**src/rtl/regfile_pkg.sv**
```systemverilog
// Shared definitions for the register bank: default datapath sizes and the
// byte-lane merge used by both the write logic and the read bypass.
package regfile_pkg;

    localparam int DEF_WIDTH = 32;
    localparam int DEF_DEPTH = 32;

    // Merge one byte lane: take the new byte when its enable is set, else keep the old one.
    function automatic logic [7:0] lane_merge(input logic [7:0] old_byte,
                                              input logic [7:0] new_byte,
                                              input logic       be);
        return be ? new_byte : old_byte;
    endfunction

endpackage

```
**src/rtl/regfile_2r1w_if.sv**
```systemverilog
// Write port plus two read ports of the register bank, bundled for decode/writeback.
interface regfile_2r1w_if
    import regfile_pkg::*;
#(
    parameter int WIDTH = DEF_WIDTH,
    parameter int DEPTH = DEF_DEPTH,
    parameter int AW    = $clog2(DEPTH)
);
    logic               we;
    logic [AW-1:0]      waddr;
    logic [WIDTH-1:0]   wdata;
    logic [WIDTH/8-1:0] wbe;
    logic [AW-1:0]      raddr_a;
    logic [AW-1:0]      raddr_b;
    logic [WIDTH-1:0]   rdata_a;
    logic [WIDTH-1:0]   rdata_b;

    modport master (
        output we, waddr, wdata, wbe, raddr_a, raddr_b,
        input  rdata_a, rdata_b
    );

    modport slave (
        input  we, waddr, wdata, wbe, raddr_a, raddr_b,
        output rdata_a, rdata_b
    );
endinterface

```
**src/rtl/regfile_rdport.sv**
```systemverilog
// One read port: entry select, hardwired-zero check, write bypass and the
// optional output register (captured on the falling edge like the bank).
module regfile_rdport
    import regfile_pkg::*;
#(
    parameter int WIDTH    = DEF_WIDTH,
    parameter int DEPTH    = DEF_DEPTH,
    parameter int AW       = $clog2(DEPTH),
    parameter bit ZERO_R0  = 1'b1,
    parameter bit REG_READ = 1'b0,
    parameter bit BYPASS   = 1'b1
) (
    input  logic               clk,
    input  logic               rst,
    input  logic [AW-1:0]      raddr,
    input  logic               we,
    input  logic [AW-1:0]      waddr,
    input  logic [WIDTH-1:0]   wdata,
    input  logic [WIDTH/8-1:0] wbe,
    input  logic [WIDTH-1:0]   mem [DEPTH],
    output logic [WIDTH-1:0]   rdata
);
    logic [WIDTH-1:0] stored;
    logic             bypass_hit;
    logic [WIDTH-1:0] rdata_d;
    logic [WIDTH-1:0] rdata_q;

    // Select the entry, overlay a same-cycle write when bypassing, then force entry 0 to zero.
    // NOTE: every always_comb output gets a default first so no path leaves it unassigned (no latch).
    always_comb begin
        stored     = mem[raddr];
        rdata_d    = stored;
        // A write in a reset cycle is dropped, so it must not be forwarded either.
        bypass_hit = BYPASS && we && !rst && (waddr == raddr);
        if (bypass_hit) begin
            for (int i = 0; i < WIDTH / 8; i++) begin
                rdata_d[8*i +: 8] = lane_merge(stored[8*i +: 8], wdata[8*i +: 8], wbe[i]);
            end
        end
        if (ZERO_R0 && (raddr == '0)) begin
            rdata_d = '0;
        end
    end

    // Optional registered read; unused (and trimmed) when REG_READ is 0.
    // NOTE: sequential state uses non-blocking assignment so all flops update from pre-edge values.
    always_ff @(negedge clk) begin
        if (rst) begin
            rdata_q <= '0;
        end else begin
            rdata_q <= rdata_d;
        end
    end

    assign rdata = REG_READ ? rdata_q : rdata_d;

endmodule

```
**src/rtl/regfile_2r1w.sv**
```systemverilog
// Register bank with one byte-masked write port and two read ports. State
// changes on the falling edge to match the processor's register convention.
module regfile_2r1w
    import regfile_pkg::*;
#(
    parameter int WIDTH    = DEF_WIDTH,
    parameter int DEPTH    = DEF_DEPTH,
    parameter int AW       = $clog2(DEPTH),
    parameter bit ZERO_R0  = 1'b1,
    parameter bit REG_READ = 1'b0,
    parameter bit BYPASS   = 1'b1
) (
    input  logic          clk,
    input  logic          rst,
    regfile_2r1w_if.slave bus
);
    logic [WIDTH-1:0] mem_q [DEPTH];
    logic [WIDTH-1:0] mem_d [DEPTH];
    logic             wr_en;

    // Next-state of the bank: merge enabled byte lanes into the addressed entry.
    always_comb begin
        mem_d = mem_q;
        wr_en = bus.we && !(ZERO_R0 && (bus.waddr == '0));
        if (wr_en) begin
            for (int i = 0; i < WIDTH / 8; i++) begin
                mem_d[bus.waddr][8*i +: 8] = lane_merge(mem_q[bus.waddr][8*i +: 8],
                                                        bus.wdata[8*i +: 8], bus.wbe[i]);
            end
        end
    end

    // Bank storage; reset wins over a write in the same cycle.
    // NOTE: the bank itself is reset because a cleared register file is visible architectural state.
    always_ff @(negedge clk) begin
        if (rst) begin
            mem_q <= '{default: '0};
        end else begin
            mem_q <= mem_d;
        end
    end

    regfile_rdport #(
        .WIDTH(WIDTH), .DEPTH(DEPTH), .AW(AW),
        .ZERO_R0(ZERO_R0), .REG_READ(REG_READ), .BYPASS(BYPASS)
    ) u_rd_a (
        .clk(clk), .rst(rst), .raddr(bus.raddr_a),
        .we(bus.we), .waddr(bus.waddr), .wdata(bus.wdata), .wbe(bus.wbe),
        .mem(mem_q), .rdata(bus.rdata_a)
    );

    regfile_rdport #(
        .WIDTH(WIDTH), .DEPTH(DEPTH), .AW(AW),
        .ZERO_R0(ZERO_R0), .REG_READ(REG_READ), .BYPASS(BYPASS)
    ) u_rd_b (
        .clk(clk), .rst(rst), .raddr(bus.raddr_b),
        .we(bus.we), .waddr(bus.waddr), .wdata(bus.wdata), .wbe(bus.wbe),
        .mem(mem_q), .rdata(bus.rdata_b)
    );

endmodule

```
**src/flat_wrapper.sv**
```systemverilog
// flat-port wrapper written by rule: the top's interface ports become plain ports
module regfile_2r1w_flat import regfile_pkg::*;
#(
    parameter int WIDTH    = DEF_WIDTH,
    parameter int DEPTH    = DEF_DEPTH,
    parameter int AW       = $clog2(DEPTH),
    parameter bit ZERO_R0  = 1'b1,
    parameter bit REG_READ = 1'b0,
    parameter bit BYPASS   = 1'b1
)
  (clk, rst, bus_we, bus_waddr, bus_wdata, bus_wbe, bus_raddr_a, bus_raddr_b, bus_rdata_a, bus_rdata_b);
  regfile_2r1w_if #(.WIDTH(WIDTH), .DEPTH(DEPTH), .AW(AW)) bus_i ();
  input  logic clk;
  input  logic rst;
  input wire logic [$bits(bus_i.we)-1:0] bus_we;
  input wire logic [$bits(bus_i.waddr)-1:0] bus_waddr;
  input wire logic [$bits(bus_i.wdata)-1:0] bus_wdata;
  input wire logic [$bits(bus_i.wbe)-1:0] bus_wbe;
  input wire logic [$bits(bus_i.raddr_a)-1:0] bus_raddr_a;
  input wire logic [$bits(bus_i.raddr_b)-1:0] bus_raddr_b;
  output wire logic [$bits(bus_i.rdata_a)-1:0] bus_rdata_a;
  output wire logic [$bits(bus_i.rdata_b)-1:0] bus_rdata_b;
  assign bus_i.we = bus_we;
  assign bus_i.waddr = bus_waddr;
  assign bus_i.wdata = bus_wdata;
  assign bus_i.wbe = bus_wbe;
  assign bus_i.raddr_a = bus_raddr_a;
  assign bus_i.raddr_b = bus_raddr_b;
  assign bus_rdata_a = bus_i.rdata_a;
  assign bus_rdata_b = bus_i.rdata_b;
  regfile_2r1w #(.WIDTH(WIDTH), .DEPTH(DEPTH), .AW(AW), .ZERO_R0(ZERO_R0), .REG_READ(REG_READ), .BYPASS(BYPASS)) u_core (.clk(clk), .rst(rst), .bus(bus_i));
endmodule
```
**config.mk**
```make
export PLATFORM = sky130hd
export DESIGN_NAME = regfile_2r1w_flat
export DESIGN_NICKNAME = d
export VERILOG_FILES = /design/src/rtl/regfile_pkg.sv /design/src/rtl/regfile_2r1w_if.sv /design/src/rtl/regfile_rdport.sv /design/src/rtl/regfile_2r1w.sv /design/src/flat_wrapper.sv
export SDC_FILE = /design/constraint.sdc
export NUM_CORES = 2
export LEC_CHECK = 0
export BUFFER_PORTS_ARGS = -buffer_cell sky130_fd_sc_hd__buf_2
export CORE_ASPECT_RATIO = 0.5
export CORE_MARGIN = 10
export CORE_UTILIZATION = 34
export DETAILED_ROUTE_END_ITERATION = 6
export GPL_ROUTABILITY_DRIVEN = 0
export PLACE_DENSITY = 0.57
export SETUP_SLACK_MARGIN = 0.2
export SLEW_MARGIN = 40
export SYNTH_ARGS = -nofsm -noshare
export SYNTH_HDL_FRONTEND = slang
export SYNTH_SLANG_ARGS = --single-unit
```
**constraint.sdc**
```tcl
create_clock -name clk -period 8.9 [get_ports clk]
set_input_delay 1.78 -clock clk [delete_from_list [all_inputs] [get_ports clk]]
set_output_delay 1.78 -clock clk [all_outputs]
set_load 0.05 [all_outputs]
```
Yosys cells after proc, flatten, opt, wreduce, memory -nomap -nowiden
Cells that the tools add are included.

Magnitude comparators: 4. Equal/unequal tests: 2. Mux-type cells: 37. Bitwise operators: 3. Reduce and logical (&&, ||, !) cells: 10.

Operators by type and width (count): bitwise mux 1024 bit (4); demux 32 bit (select 5 bit) (4); binary-select mux 32 bit (select 5 bit) (3); 2-to-1 mux 32 bit (11); 2-to-1 mux 8 bit (13); 2-to-1 mux 24 bit (1); >= comparator 6 bit, second input constant (3); NOT 5 -> 6 bit (3); 2-to-1 mux 16 bit (1); zero test 5 bit (3); == test 5 bit (2); less-than comparator 6 x 1 -> 1 bit, second input constant (1); logical AND 1 bit (5); zero test 1 bit (2).

Flip-flop bits (word level): 1024. Input port bits: 54. Output and inout port bits: 64. Logic and storage cells: 88.

Depth between registers and ports, before layout
Depth in word-level cells: 9. Gate-level depth with buffers: 13. Gate-level depth less buffers: 6.

Hierarchy
From an unflattened synthesis, not the netlist that was laid out.

Cell total of the unflattened synthesis: 5705. Area, all modules: 60792.1 um^2.

By module, submodules not included: regfile_2r1w (times used 1, cells each 4485, area each 43675.6 um^2, seq. area each 20499.7 um^2); regfile_rdport (times used 2, cells each 610, area each 8558.2 um^2, seq. area each 0.0 um^2).

==> impl_results.md <==
* Die X at 609 µm
* Clock-pin slew on the worst setup and hold paths at 0.05 ns
* Dominant synthesized flop cell: dfxtp_1
* Setup WS post-layout at -0.361 ns
* Clock latency on the worst-skew pair at 0.76 ns
* Post-synthesis cell area at 58900 µm²
* CP max FO at 4
* Crit end category: output port
* Final WL at 281 mm
* FP Rows at 107
* Port bufs at 117
* Yosys reg bits at 1024
* Peak supply drop at 0.000189 V
* ANT nets after route at 0
* First-pass GRT wire length at 397 mm
* Global Route Usage Sum at 27.8%
* RSZ-0062 raised after global routing: yes
* Final Max Tran Viols at 0
* Combinational Power Share at 11.9%
* GR Overflow Total at 0
* Clock Skew at 0.0304 ns
* Io pins at 118
* Clock buffer depth at 3
* Pre-CTS WS at 0.0904 ns
* Largest regs: u_core.mem_q (1024)
* DRT met1 WL at 105 mm
* Worst Tran Pin Value at 0.992 ns
* Nets at 6945
* DR vias/cell at 6.50
* Dpl hpwl at 172 mm
* Netlist cell types at 79
* Final hold violations at 0
* Number of global-route vias before repair at 57700
* Synth-to-Final Area Change at 26.0%
* Yosys Warn Count at 0
* Core area at 171000 µm²
* Clk root buf: clkbuf_16
* Largest Register: u_core.mem_q
* Syn_area_per_cell at 9.99 µm²
* Power Density at 178 nW/µm²
* Sequential power share at 35.4%
* Sw Ratio at 34.0%
* Setup CP Type: reg -> out
* Failing checks: design-rule violations, negative setup slack
* Internal at 8.72 mW
* CTS tree: yes
* Max FFs per register at 1024
* Routed via count at 60300
* DRT iter0 DRCs at 9046
* Synth area leaders: dfxtp_1 35%, mux4_2 23%, nand3_1 8.7%
* Sw Pwr at 4.49 mW
* Drt wl/cell at 30.3 µm
* Worst hold-check path type: reg -> reg
* Setup Total Neg Slack at -2.05 ns
* Fillers at 16400
* Setup crit start kind: flip-flop
* Router iterations before antenna repair at 7
* Status: complete, but fails checks
* Clock sinks at 1024
* Clock H-tree levels at 3
* Synth top area share at 34.8%
* Initial antenna violation count at 13
* Maxcap violations at 0
* Clock network power share at 52.7%
* Worst relative slew slack at 33.8%
* Met2 wire len at 117 mm
* Synth area leader: dfxtp_1
* Top sig layer: met5
* Num CTS Buffers at 112
* Leakage Power at 29.5 nW
* Post-route DRC at 11
* Post-synthesis sequential area ratio at 34.8%
* Mapped Cells at 5897
* Post-synth EDFFs at 0
* Post-Syn Nets at 5951
* Final setup fails at 22
* Initial core utilization at 34.4%
* Die ar. at 191000 µm²
* Metal3 WL at 40.3 mm
* FFs w/ async S/R, synth at 0%
* Largest net degree at the start of global routing at 87
* Crit path DAT at 7.48 ns
* Die height at 314 µm
* WP data required at 7.12 ns
* Share of cells above drive strength 1 at 27.5%
## synth_stat cells, types with 83 or more instances
master    count
nand2_1     137
a221oi_1    109
a22oi_1     118
dfxtp_1    1024
buf_2       191
o21ai_0     178
mux2i_1     435
o21ai_1     884
a21oi_1      83
mux4_2      608
clkbuf_1    421
nand3_1    1027
## cell usage in the layout, fill, tap and decap left out, drive strengths merged, types with 11 or more instances in the layout
cell | Yosys | routed
o211ai | 28 | 28
mux2 | 19 | 19
nand2b | 16 | 16
o21ai | 1062 | 1062
diode | 0 | 11
inv | 31 | 1089
a22oi | 118 | 118
o31ai | 12 | 12
mux2i | 435 | 435
buf | 303 | 581
clkinvlp | 0 | 26
nor2 | 69 | 69
o221ai | 18 | 18
a221oi | 109 | 109
nor2b | 54 | 54
nand3 | 1029 | 1029
a31oi | 13 | 13
mux4 | 608 | 608
nand2 | 138 | 138
clkbuf | 421 | 113
bufinv | 0 | 23
nor4 | 16 | 16
a221o | 20 | 20
nand4 | 33 | 33
a21oi | 83 | 83
o22ai | 46 | 46
a211oi | 54 | 54
dfxtp | 1024 | 1024
nor3 | 37 | 37
## repair_timing
action                     in CTS  in global routing
hold buffers                    0                  0
setup endpoints to repair      64                 64
gates cloned                    0                  0
buffers inserted               63                 10
resized for setup             508                156
pin swaps                     124                 81
## power groups by stage
stage,sequential [mW],combinational [mW],clock [mW]
finish,4.68,1.57,6.96
global route,4.67,1.58,7.57
CTS,4.68,1.49,7.05
detailed placement,4.74,1.41,0.694
global placement,4.74,1.40,0.694
floorplan,4.73,0.823,0.694
## area by class of cell
class / instances / area (µm²) / share of cell area (%)
timing repair buffer: 581 / 5880 / 7.92
antenna: 11 / 27.5 / 0.0371
tap: 2289 / 2860 / 3.86
sequential: 1024 / 20800 / 28.0
inverter: 31 / 129 / 0.173
multi-input combinational: 4117 / 36900 / 49.7
clock inverter: 1110 / 4850 / 6.53
clock buffer: 113 / 2830 / 3.81
## cell families after synthesis
family          share of synthesized area [%]
simple gates                             12.3
flops                                    34.8
mux                                      31.0
compound gates                           16.0
buf+inv                                  5.76
xor+xnor                                0.163
## through the flow
stage / area (µm²) / util (%) / instances / hold slack [ns] / power (mW)
after detailed placement: 63800 / 37.3 / 7968 / 0.477 / 6.84
after global routing: 74300 / 43.4 / 9270 / 0.492 / 13.8
after floorplan: 58900 / - / 5897 / 0.451 / 6.25
after CTS: 73600 / 43.0 / 9253 / 0.466 / 13.2
final: 74300 / 43.4 / 9276 / 0.467 / 13.2
after global placement: 63700 / 37.2 / 7966 / 0.469 / 6.84
## worst max-delay path: stages (launching register included)
cell and delay, ns:
dfxtp_2 0.33, mux4_2 0.47, mux4_2 0.51, o211ai_1 0.53
o31ai_1 0.19, buf_4 0.24
## final timing paths
check                           slack, ns  depth (start not counted)          startpoint                end
worst min-delay path                 0.47                          2   u_core.mem_q[926]  u_core.mem_q[926]
worst min register to register       0.47                          2   u_core.mem_q[926]  u_core.mem_q[926]
worst max register to register       6.60                          8   u_core.mem_q[775]  u_core.mem_q[519]
worst max-delay path                -0.36                          5  u_core.mem_q[1010]    bus_rdata_a[18]
## routing by layer
layer / global-route usage [%] / vias to the layer above
li1: - / 25100
met1: 34.6 / 29500
met2: 39.4 / 4695
met3: 11.7 / 961
met4: 17.7 / 16
met5: 0.0749 / -
No activity file was read; power rests on OpenSTA's default activity.
